$ cat src/rtl/sr_wb_shift_engine.sv
// sr_wb_shift_engine: Wishbone-classic slave that serialises a word
// on shift-clock/latch pins and captures a serial return word.
module sr_wb_shift_engine #(
  parameter logic [31:0] BASE_ADDR = 32'h3000_0000,
  parameter int          WIDTH     = 32,
  parameter int          DIV_W     = 8
) (
  input  logic        wb_clk_i,
  input  logic        wb_rst_n,
  input  logic        wbs_cyc_i,
  input  logic        wbs_stb_i,
  input  logic        wbs_we_i,
  input  logic [3:0]  wbs_sel_i,
  input  logic [31:0] wbs_adr_i,
  input  logic [31:0] wbs_dat_i,
  output logic        wbs_ack_o,
  output logic [31:0] wbs_dat_o,
  output logic        sr_clk_o,
  output logic        sr_dat_o,
  input  logic        sr_dat_i,
  output logic        sr_latch_o,
  output logic [2:0]  sr_oeb_o,
  output logic        irq_o
);

  localparam int CW = $clog2(WIDTH + 1);

  typedef enum logic [2:0] {
    IDLE,
    LOAD,
    SHIFT_LO,
    SHIFT_HI,
    LATCH
  } state_t;

  state_t state;
  state_t state_nx;

  logic             ctrl_msb;
  logic             ctrl_oe;
  logic             ctrl_irq_en;
  logic [DIV_W-1:0] ctrl_div;
  logic [WIDTH-1:0] tx;
  logic [WIDTH-1:0] rx;
  logic [WIDTH-1:0] sh;
  logic [WIDTH-1:0] sh_nx;
  logic [WIDTH-1:0] cap;
  logic             done;
  logic             ovr;
  logic [DIV_W-1:0] div_q;
  logic [DIV_W-1:0] cnt;
  logic             msb_q;
  logic [CW-1:0]    bitcnt;
  logic             clk_nx;
  logic             latch_nx;

  logic        hit;
  logic        acc;
  logic        wr;
  logic        rd;
  logic [1:0]  off;
  logic        wr_ctrl;
  logic        wr_tx;
  logic        wr_stat;
  logic        busy;
  logic        start_req;
  logic        start_go;
  logic        ovr_set;
  logic        done_set;
  logic        w1c;
  logic        tick;
  logic        last_bit;
  logic [31:0] tx_m;
  logic [31:0] rd_mux;
  logic        unused_ok;

  function automatic logic [31:0] merge(
    input logic [31:0] old,
    input logic [31:0] d,
    input logic [3:0]  s
  );
    logic [31:0] r;
    r = old;
    for (int b = 0; b < 4; b++) begin
      if (s[b]) r[b*8 +: 8] = d[b*8 +: 8];
    end
    return r;
  endfunction

  assign hit = wbs_cyc_i & wbs_stb_i &
               (wbs_adr_i[31:4] == BASE_ADDR[31:4]);
  // Ack is a one-cycle pulse; the low cycle after it blocks back-to-back.
  assign acc = hit & ~wbs_ack_o;
  assign wr  = acc & wbs_we_i;
  assign rd  = acc & ~wbs_we_i;
  assign off = wbs_adr_i[3:2];

  assign wr_ctrl = wr & (off == 2'd0);
  assign wr_tx   = wr & (off == 2'd1);
  assign wr_stat = wr & (off == 2'd3);

  assign busy      = (state != IDLE);
  assign start_req = wr_ctrl & wbs_sel_i[0] & wbs_dat_i[0];
  assign start_go  = start_req & ~busy;
  assign ovr_set   = (start_req | wr_tx) & busy;
  assign tick      = (cnt == div_q);
  assign last_bit  = (bitcnt == CW'(1));
  assign done_set  = (state == LATCH) & tick;
  assign w1c       = wr_stat & wbs_sel_i[0];

  assign tx_m  = merge(32'(tx), wbs_dat_i, wbs_sel_i);
  assign sh_nx = msb_q ? (sh << 1) : (sh >> 1);

  assign sr_oeb_o  = {3{~ctrl_oe}};
  assign irq_o     = done & ctrl_irq_en;
  assign unused_ok = &{1'b0, wbs_adr_i[1:0]};

  always_ff @(posedge wb_clk_i or negedge wb_rst_n) begin
    if (!wb_rst_n) state <= IDLE;
    else           state <= state_nx;
  end

  always_comb begin
    state_nx = state;
    unique case (state)
      IDLE:     if (start_go) state_nx = LOAD;
      LOAD:     state_nx = SHIFT_LO;
      SHIFT_LO: if (tick) state_nx = SHIFT_HI;
      SHIFT_HI: if (tick) state_nx = last_bit ? LATCH : SHIFT_LO;
      LATCH:    if (tick) state_nx = IDLE;
      default:  state_nx = IDLE;
    endcase
  end

  // Pin levels are decoded from the next state and registered.
  always_comb begin
    clk_nx   = 1'b0;
    latch_nx = 1'b0;
    unique case (1'b1)
      (state_nx == SHIFT_HI): clk_nx   = 1'b1;
      (state_nx == LATCH):    latch_nx = 1'b1;
      default: ;
    endcase
  end

  always_ff @(posedge wb_clk_i or negedge wb_rst_n) begin
    if (!wb_rst_n) begin
      cnt        <= '0;
      sr_clk_o   <= 1'b0;
      sr_latch_o <= 1'b0;
      sr_dat_o   <= 1'b0;
      sh         <= '0;
      cap        <= '0;
      rx         <= '0;
      bitcnt     <= '0;
      div_q      <= '0;
      msb_q      <= 1'b0;
    end else begin
      if (state_nx != state || state == IDLE) cnt <= '0;
      else                                   cnt <= cnt + DIV_W'(1);
      sr_clk_o   <= clk_nx;
      sr_latch_o <= latch_nx;
      if (state == LOAD) begin
        sh       <= tx;
        bitcnt   <= CW'(WIDTH);
        div_q    <= ctrl_div;
        msb_q    <= ctrl_msb;
        sr_dat_o <= ctrl_msb ? tx[WIDTH-1] : tx[0];
      end
      if (state == SHIFT_HI && cnt == '0) begin
        cap <= msb_q ? {cap[WIDTH-2:0], sr_dat_i}
                     : {sr_dat_i, cap[WIDTH-1:1]};
      end
      if (state == SHIFT_HI && tick) begin
        bitcnt <= bitcnt - CW'(1);
        if (!last_bit) begin
          sh       <= sh_nx;
          sr_dat_o <= msb_q ? sh_nx[WIDTH-1] : sh_nx[0];
        end
      end
      if (done_set) rx <= cap;
    end
  end

  always_ff @(posedge wb_clk_i or negedge wb_rst_n) begin
    if (!wb_rst_n) begin
      ctrl_msb    <= 1'b0;
      ctrl_oe     <= 1'b0;
      ctrl_irq_en <= 1'b0;
      ctrl_div    <= '0;
      tx          <= '0;
      done        <= 1'b0;
      ovr         <= 1'b0;
    end else begin
      if (wr_ctrl && wbs_sel_i[0]) begin
        {ctrl_irq_en, ctrl_oe, ctrl_msb} <= wbs_dat_i[3:1];
      end
      if (wr_ctrl && wbs_sel_i[1]) ctrl_div <= wbs_dat_i[8 +: DIV_W];
      if (wr_tx && !busy) tx <= tx_m[WIDTH-1:0];
      if (done_set)           done <= 1'b1;
      else if (start_go)      done <= 1'b0;
      else if (w1c && wbs_dat_i[1]) done <= 1'b0;
      if (ovr_set)                  ovr <= 1'b1;
      else if (w1c && wbs_dat_i[2]) ovr <= 1'b0;
    end
  end

  always_comb begin
    rd_mux = '0;
    unique case (1'b1)
      (off == 2'd0): begin
        rd_mux[3:1]         = {ctrl_irq_en, ctrl_oe, ctrl_msb};
        rd_mux[8 +: DIV_W]  = ctrl_div;
      end
      (off == 2'd1): rd_mux[WIDTH-1:0] = tx;
      (off == 2'd2): rd_mux[WIDTH-1:0] = rx;
      (off == 2'd3): rd_mux[2:0] = {ovr, done, busy};
      default: ;
    endcase
  end

  always_ff @(posedge wb_clk_i or negedge wb_rst_n) begin
    if (!wb_rst_n) begin
      wbs_ack_o <= 1'b0;
      wbs_dat_o <= '0;
    end else begin
      wbs_ack_o <= acc;
      wbs_dat_o <= rd ? rd_mux : '0;
    end
  end

endmodule
$ cat config.mk
export PLATFORM = sky130hd
export DESIGN_NAME = sr_wb_shift_engine
export DESIGN_NICKNAME = d
export VERILOG_FILES = /design/src/rtl/sr_wb_shift_engine.sv
export SDC_FILE = /design/constraint.sdc
export NUM_CORES = 1
export LEC_CHECK = 0
export CORE_UTILIZATION = 50
export DETAILED_ROUTE_END_ITERATION = 8
export PLACE_DENSITY = 0.79
export SYNTH_ARGS = -nofsm -noshare
export SYNTH_HDL_FRONTEND = slang
export SYNTH_SLANG_ARGS = --single-unit
$ cat constraint.sdc
create_clock -name wb_clk_i -period 1.9 [get_ports wb_clk_i]
set_clock_uncertainty 0.1 [all_clocks]
set_input_delay 0.38 -clock wb_clk_i [delete_from_list [all_inputs] [get_ports wb_clk_i]]
set_output_delay 0.38 -clock wb_clk_i [all_outputs]
set_load 0.005 [all_outputs]
==> impl_metrics.ini, run 1 <==
[setup_path]
path_class = register to register
critPathMaxStageDelay_ns = 0.39
worst_ep_arrival_time_ns = 2.30
cp.required_ns = 2.17
startpoint_type = register
worstPathMaxFanout = 8
critPathLaunch = wbs_ack_o$_DFF_PN0_
reg2reg_from = wbs_ack_o$_DFF_PN0_
cpMaxStageDelayCell = dfrtp_1
critPathCaptureType = register
crit_path_cell_trace = nor4_2, nand2_1, nor4_4, buf_6, and4_4, buf_12, mux2_4

[floorplanning]
die-area_mm2 = 0.0188
row_count = 49
coreArea_mm2 = 0.0180
start_util_pct = 50.9
ios = 114
die-width_um = 137
fp.dieH_um = 137

[finish]
n_antenna_cell = 0
final_cells = 1161
drive_gt1_share_pct = 26.1
syn2layout_area_growth_pct = 37.7
multi_input_area_mm2 = 0.00428
design_area_mm2 = 0.0126
nets = 999
area.sequential_mm2 = 0.00508
fillers = 1199

[timing]
timing.hold.ws_ns = 0.282
period_share_pct = 107
fin_crit_ns = 2.03
hold_violations = 0
setup_slack_ns = -0.128
fmax_ghz = 0.493
setup_violations = 98
tns_ns = -6.80
rsz0062_at_grt = yes
tightest_slew_ns = 0.556
max-slew-margin-rel_pct = 63.0
timing.final.max_slew_violations = 0

[clock_network]
cts.sinks = 203
clockBufferDepth = 3
cts.root.buffer_cell = clkbuf_16
clkLatencyLatePin_ns = 0.50
clkTransAtPathRegs_ns = 0.06
numCtsBuffers = 21
cts_tree = done
htree_levels = 1

[pwr]
power_density_mw_per_mm2 = 753
switchingPower_uw = 1970
ir_worst_vdd_mv = 0.685
p_comb_share_pct = 4.3
leakage_uw = 0.00569
clkPwrFrac_pct = 49.5
p_sw_share_pct = 20.8
power.share.sequential_pct = 46.2
p_int_uw = 7510

[global_route]
antenna_found_initial = 0
grt_pass1_wl_mm = 35.3
grt_pass1_vias = 6548
overflow = 0
grt_max_degree = 65
track_usage_pct = 24.5

[synthesis]
synth_ff_type = dfrtp_1
synth-edff-count = 0
ys_ff_latch = 203
yosysSeqAreaShare_pct = 55.5
avgSynthCellArea_um2 = 12.3
yosys_warnings = 0
synth_cell_types = 44
synth_area_mm2 = 0.00915
post_synth_inst_count = 746
synth.net_count = 828
synthArstFlopShare_pct = 100

[placed_design]
routabilityCongestion = 0.868
placed_cell_area_mm2 = 0.0111
dp_cells = 1098
io_buffers = 111
dp_slack_ns = -0.852
dp_hpwl_mm = 14.7

[outcome]
status = finished with violations
violations = setup timing

[detailed_routing]
avgRoutedWirePerCell_um = 21.5
first_iter_violations = 581
vias = 6766
viasPerCell = 5.83
antenna_left = 0
finalWirelength_mm = 24.9
drc_errors = 0
dr.pass1.iters = 7

[flow_run]
maxCapViolCount = 0

[min_path]
hold_path.class = input port to async pin
==> final cells by class <==
cell class	count	share of cell area, %
inverter	10	0.298
clock buffer	26	4.56
tap	229	2.28
clock inverter	12	1.72
timing repair buffer	195	16.7
multi-input combinational	486	34.0
sequential	203	40.4
==> logic make-up after synthesis <==
kind of cell,synth area share [%]
muxes,23.7
adders and majority gates,1.09
xor gates and xnor gates,1.44
AOI/OAI and AO/OA,6.21
DFF,55.5
and+or+nand+nor,9.33
buffers and inverters,2.70
==> cell usage in the layout (no fill, tap or decap), types with 4 or more instances in the layout <==
cell / synthesis / final
dfrtp_1: 203 / 202
dlygate4sd2_1: 0 / 13
a21oi_1: 4 / 4
nand4_1: 5 / 5
bufinv_16: 0 / 6
nand3_1: 10 / 8
buf_4: 2 / 50
mux2_4: 0 / 54
inv_1: 10 / 9
nor2_2: 0 / 5
clkdlybuf4s50_1: 0 / 93
clkbuf_8: 0 / 4
nor2_1: 50 / 28
clkinv_2: 0 / 4
clkbuf_16: 0 / 26
nor4_2: 0 / 5
mux2_2: 75 / 21
and3_1: 5 / 4
nor2_4: 0 / 17
ha_1: 8 / 6
buf_12: 0 / 15
a22oi_1: 24 / 24
dlymetal6s2s_1: 0 / 4
nand2b_1: 4 / 4
nand2_1: 68 / 68
xnor2_1: 10 / 10
a222oi_1: 10 / 10
o21ai_0: 33 / 32
buf_6: 1 / 9
xor2_1: 5 / 5
mux2i_1: 132 / 131
==> worst max-delay path: cells and delay by family, from the launching register on <==
family | cells | cell delay, ns
buffers and inverters | 2 | 0.32
flip-flops | 1 | 0.39
multiplexers | 1 | 0.30
AND/OR/NAND/NOR | 4 | 0.80
==> cells in the mapped netlist, drive strengths merged, types with 8 or more instances <==
library cell,number,area (um^2)
a222oi,10,100
a22oi,24,180
buf,19,104
clkbuf,28,105
dfrtp,203,5080
ha,8,100
inv,10,37.5
mux2,75,845
mux2i,132,1320
nand2,68,255
nand3,10,50.1
nand4,8,95.1
nor2,50,188
nor4,8,65.1
o21ai,33,165
xnor2,10,87.6
==> what timing repair did <==
action | in CTS | in global routing
resized for setup | 36 | 90
setup buffers | 9 | 8
hold buffers | 1 | 0
pin swaps | 16 | 37
hold endpoints to repair | 35 | 0
setup endpoints to repair | 113 | 182
gates cloned | 3 | 6
==> power by group through the flow <==
stage / logic, uW / registers [uW] / clock network, uW
global route: 449 / 4380 / 4930
floorplan: 75.7 / 4450 / 0
CTS: 405 / 4380 / 4720
detailed placement: 402 / 4460 / 0
finish: 411 / 4380 / 4690
global placement: 395 / 4460 / 0
==> stage by stage <==
stage | utilization, % | total power, uW
2_1_floorplan | - | 4520
4_1_cts | 67.2 | 9500
3_3_place_gp | 61.6 | 4850
5_1_grt | 70.1 | 9760
6_report | 70.1 | 9480
3_5_place_dp | 61.6 | 4860
==> path summary, 6_finish.rpt <==
kind | endpoint | slack, ns | cells after the start
hold / removal | cnt[2]$_DFF_PN0_ | 0.28 | 2
min in group wb_clk_i | tx[19]$_DFFE_PN0P_ | 0.38 | 2
hold reg to reg | div_q[6]$_DFFE_PN0P_ | 0.40 | 2
setup / recovery | ctrl_div[3]$_DFFE_PN0P_ | -0.13 | 7
setup reg to reg | ctrl_div[3]$_DFFE_PN0P_ | -0.13 | 7
max in group asynchronous | cap[19]$_DFFE_PN0P_ | 0.83 | 3
==> flip-flops by register name, summed over array words and instances (netlist names) <==
name         flops
bitcnt           6
cap             32
cnt              8
ctrl_div         8
ctrl_irq_en      1
ctrl_msb         1
ctrl_oe          1
div_q            8
done             1
msb_q            1
ovr              1
rx              32
sh              32
sr_clk_o         1
sr_dat_o         1
sr_latch_o       1
state            3
tx              32
wbs_ack_o        1
wbs_dat_o       32
==> routing by layer <==
layer | vias up | global-route usage (%) | part of all wire [%]
li1 | 3019 | - | -
met2 | 256 | 39.5 | 49
met3 | 47 | 3.20 | 5.9
met5 | - | 0 | 0
met1 | 3444 | 35.3 | 43
met4 | 0 | 6.17 | 2.1
Power figures use the tool's default switching activity.
==> inputs of run 2 (changes only) <==
--- a/config.mk
+++ b/config.mk
@@ -5,9 +5,10 @@
 export SDC_FILE = /design/constraint.sdc
 export NUM_CORES = 1
 export LEC_CHECK = 0
-export CORE_UTILIZATION = 50
+export CORE_UTILIZATION = 57
 export DETAILED_ROUTE_END_ITERATION = 8
-export PLACE_DENSITY = 0.79
+export DONT_BUFFER_PORTS = 1
+export PLACE_DENSITY = 0.78
 export SYNTH_ARGS = -nofsm -noshare
 export SYNTH_HDL_FRONTEND = slang
 export SYNTH_SLANG_ARGS = --single-unit
==> run 2 against run 1 <==
Effect of this change: the run ends with hold timing, setup timing left; count of clock-buffer cells in the layout increased by 6; wire length fell by 6.4%; critical path type unchanged; highest routed layer unchanged; maximum frequency up 5.3%; die area down 12%.
==> impl_metrics.ini, run 2 (synthesis gave the netlist of run 1 again) <==
[global_route]
track_usage_pct = 27.0
overflow = 0
antenna_found_initial = 0
grt_max_degree = 204
grt_pass1_wl_mm = 34.7
grt_pass1_vias = 6414

[setup_path]
critPathLaunch = cnt[1]$_DFF_PN0_
path_class = register to register
worstPathMaxFanout = 33
cp.required_ns = 2.18
startpoint_type = register
worst_ep_arrival_time_ns = 2.21
critPathCaptureType = register
reg2reg_from = cnt[1]$_DFF_PN0_

[floorplanning]
row_count = 45
die-width_um = 129
ios = 114
die-area_mm2 = 0.0166
start_util_pct = 59.3
coreArea_mm2 = 0.0154
fp.dieH_um = 129

[finish]
syn2layout_area_growth_pct = 22.2
drive_gt1_share_pct = 22.8
n_antenna_cell = 0
final_cell_mix = dfrtp_1, mux2i_1, nand2_1, mux2_2, nor2_1
design_area_mm2 = 0.0112
nets = 892
fillers = 1024
final_common_cell = dfrtp_1
fin_util_pct = 72.4

[clock_network]
cts_tree = done
clockBufferDepth = 3
clkTransAtPathRegs_ns = 0.06
ctsHoldBuffers = 34
htree_levels = 1
numCtsBuffers = 22
cts.root.buffer_cell = clkbuf_16
clkLatencyLatePin_ns = 0.50
cts.sinks = 203

[timing]
fmax_ghz = 0.519
tightest_slew_ns = 0.425
setup_slack_ns = -0.0269
timing.hold.ws_ns = -0.517
hold_violations = 204
rsz0062_at_grt = yes
max-slew-margin-rel_pct = 71.7
tns_ns = -0.403
period_share_pct = 101
timing.final.max_slew_violations = 0
setup_violations = 37
fin_crit_ns = 1.93

[pwr]
ir_worst_vdd_mv = 0.676
leakage_uw = 0.00515
power_density_mw_per_mm2 = 829

[placed_design]
placed_cell_area_mm2 = 0.00974
dp_hpwl_mm = 13.7
routabilityCongestion = 0.813
io_buffers = 0

[flow_run]
maxCapViolCount = 0

[detailed_routing]
finalWirelength_mm = 23.4
antenna_left = 0
drc_errors = 0
avgRoutedWirePerCell_um = 22.5
viasPerCell = 6.22
first_iter_violations = 540
vias = 6454
dr.pass1.iters = 6

[outcome]
status = finished with violations
violations = hold timing, setup timing

[min_path]
hold_path.class = input port to async pin
## run 2: cell types whose count changed in the layout (fill, tap and decap cells not counted), sizes merged
cell	previous run	this run
clkinvlp	1	0
clkbuf	32	37
dlymetal6s2s	4	0
buf	78	47
clkdlybuf4s50	93	0
bufinv	6	5
inv	11	10
dlygate4sd3	1	34
or3b	1	2
clkinv	4	3
dlygate4sd2	13	0
## run 2: path summary, 6_finish.rpt
path | slack, ns | end | cells past startpoint
max | -0.03 | rx[19]$_DFFE_PN0P_ | 6
min in group wb_clk_i | -0.01 | cap[31]$_DFFE_PN0P_ | 2
min | -0.52 | bitcnt[2]$_DFFE_PN0P_ | 0
min reg2reg | 0.40 | div_q[5]$_DFFE_PN0P_ | 2
max reg2reg | -0.03 | rx[19]$_DFFE_PN0P_ | 6
max in group asynchronous | 1.93 | wbs_dat_o[1]$_DFF_PN0_ | 0
## run 2: power breakdown
part	switching [uW]	total [uW]	internal, uW
registers	29.2	4380	4350
logic	86.9	176	89.6
clock network	1700	4710	3010
## run 2: metrics by stage
step / instances / total power [uW] / hold WS, ns / setup WS (ns)
floorplan: 746 / 4520 / -0.0156 / -0.144
global route: 1037 / 9510 / -0.535 / -0.104
finish: 1037 / 9270 / -0.517 / -0.0269
CTS: 1025 / 9310 / -0.532 / -0.0522
detailed placement: 950 / 4560 / -0.00674 / -0.350
global placement: 950 / 4550 / -0.00655 / -0.322
## run 2: worst max-delay path, stage by stage (launching register included)
cell	delay, ns
dfrtp_1	0.40
xnor2_1	0.17
nand4_1	0.13
buf_6	0.15
nor3_4	0.21
buf_12	0.23
mux2_2	0.37
## run 2: what timing repair did
action | CTS | global route
cloned | 0 | 8
pin swaps | 3 | 5
gates resized for setup | 3 | 34
endpoints found under the setup margin | 130 | 166
hold endpoints to repair | 251 | 203
setup buffers | 1 | 4
## run 2: cell type report
| class | instances | area (um^2) | area share, % |
|---|---|---|---|
| Tap cell | 211 | 264 | 2.36 |
| Multi-Input combinational cell | 487 | 4000 | 35.8 |
| Timing Repair Buffer | 86 | 975 | 8.72 |
| Clock inverter | 8 | 169 | 1.51 |
| Clock buffer | 32 | 639 | 5.72 |
| Inverter | 10 | 37.5 | 0.336 |
| Sequential cell | 203 | 5080 | 45.5 |
## run 2: per-layer routing
layer	GRT usage [%]	part of all wire (%)
met1	36.5	41
met2	43.9	50
met3	5.41	6.8
met4	9.34	2.6
met5	0	0
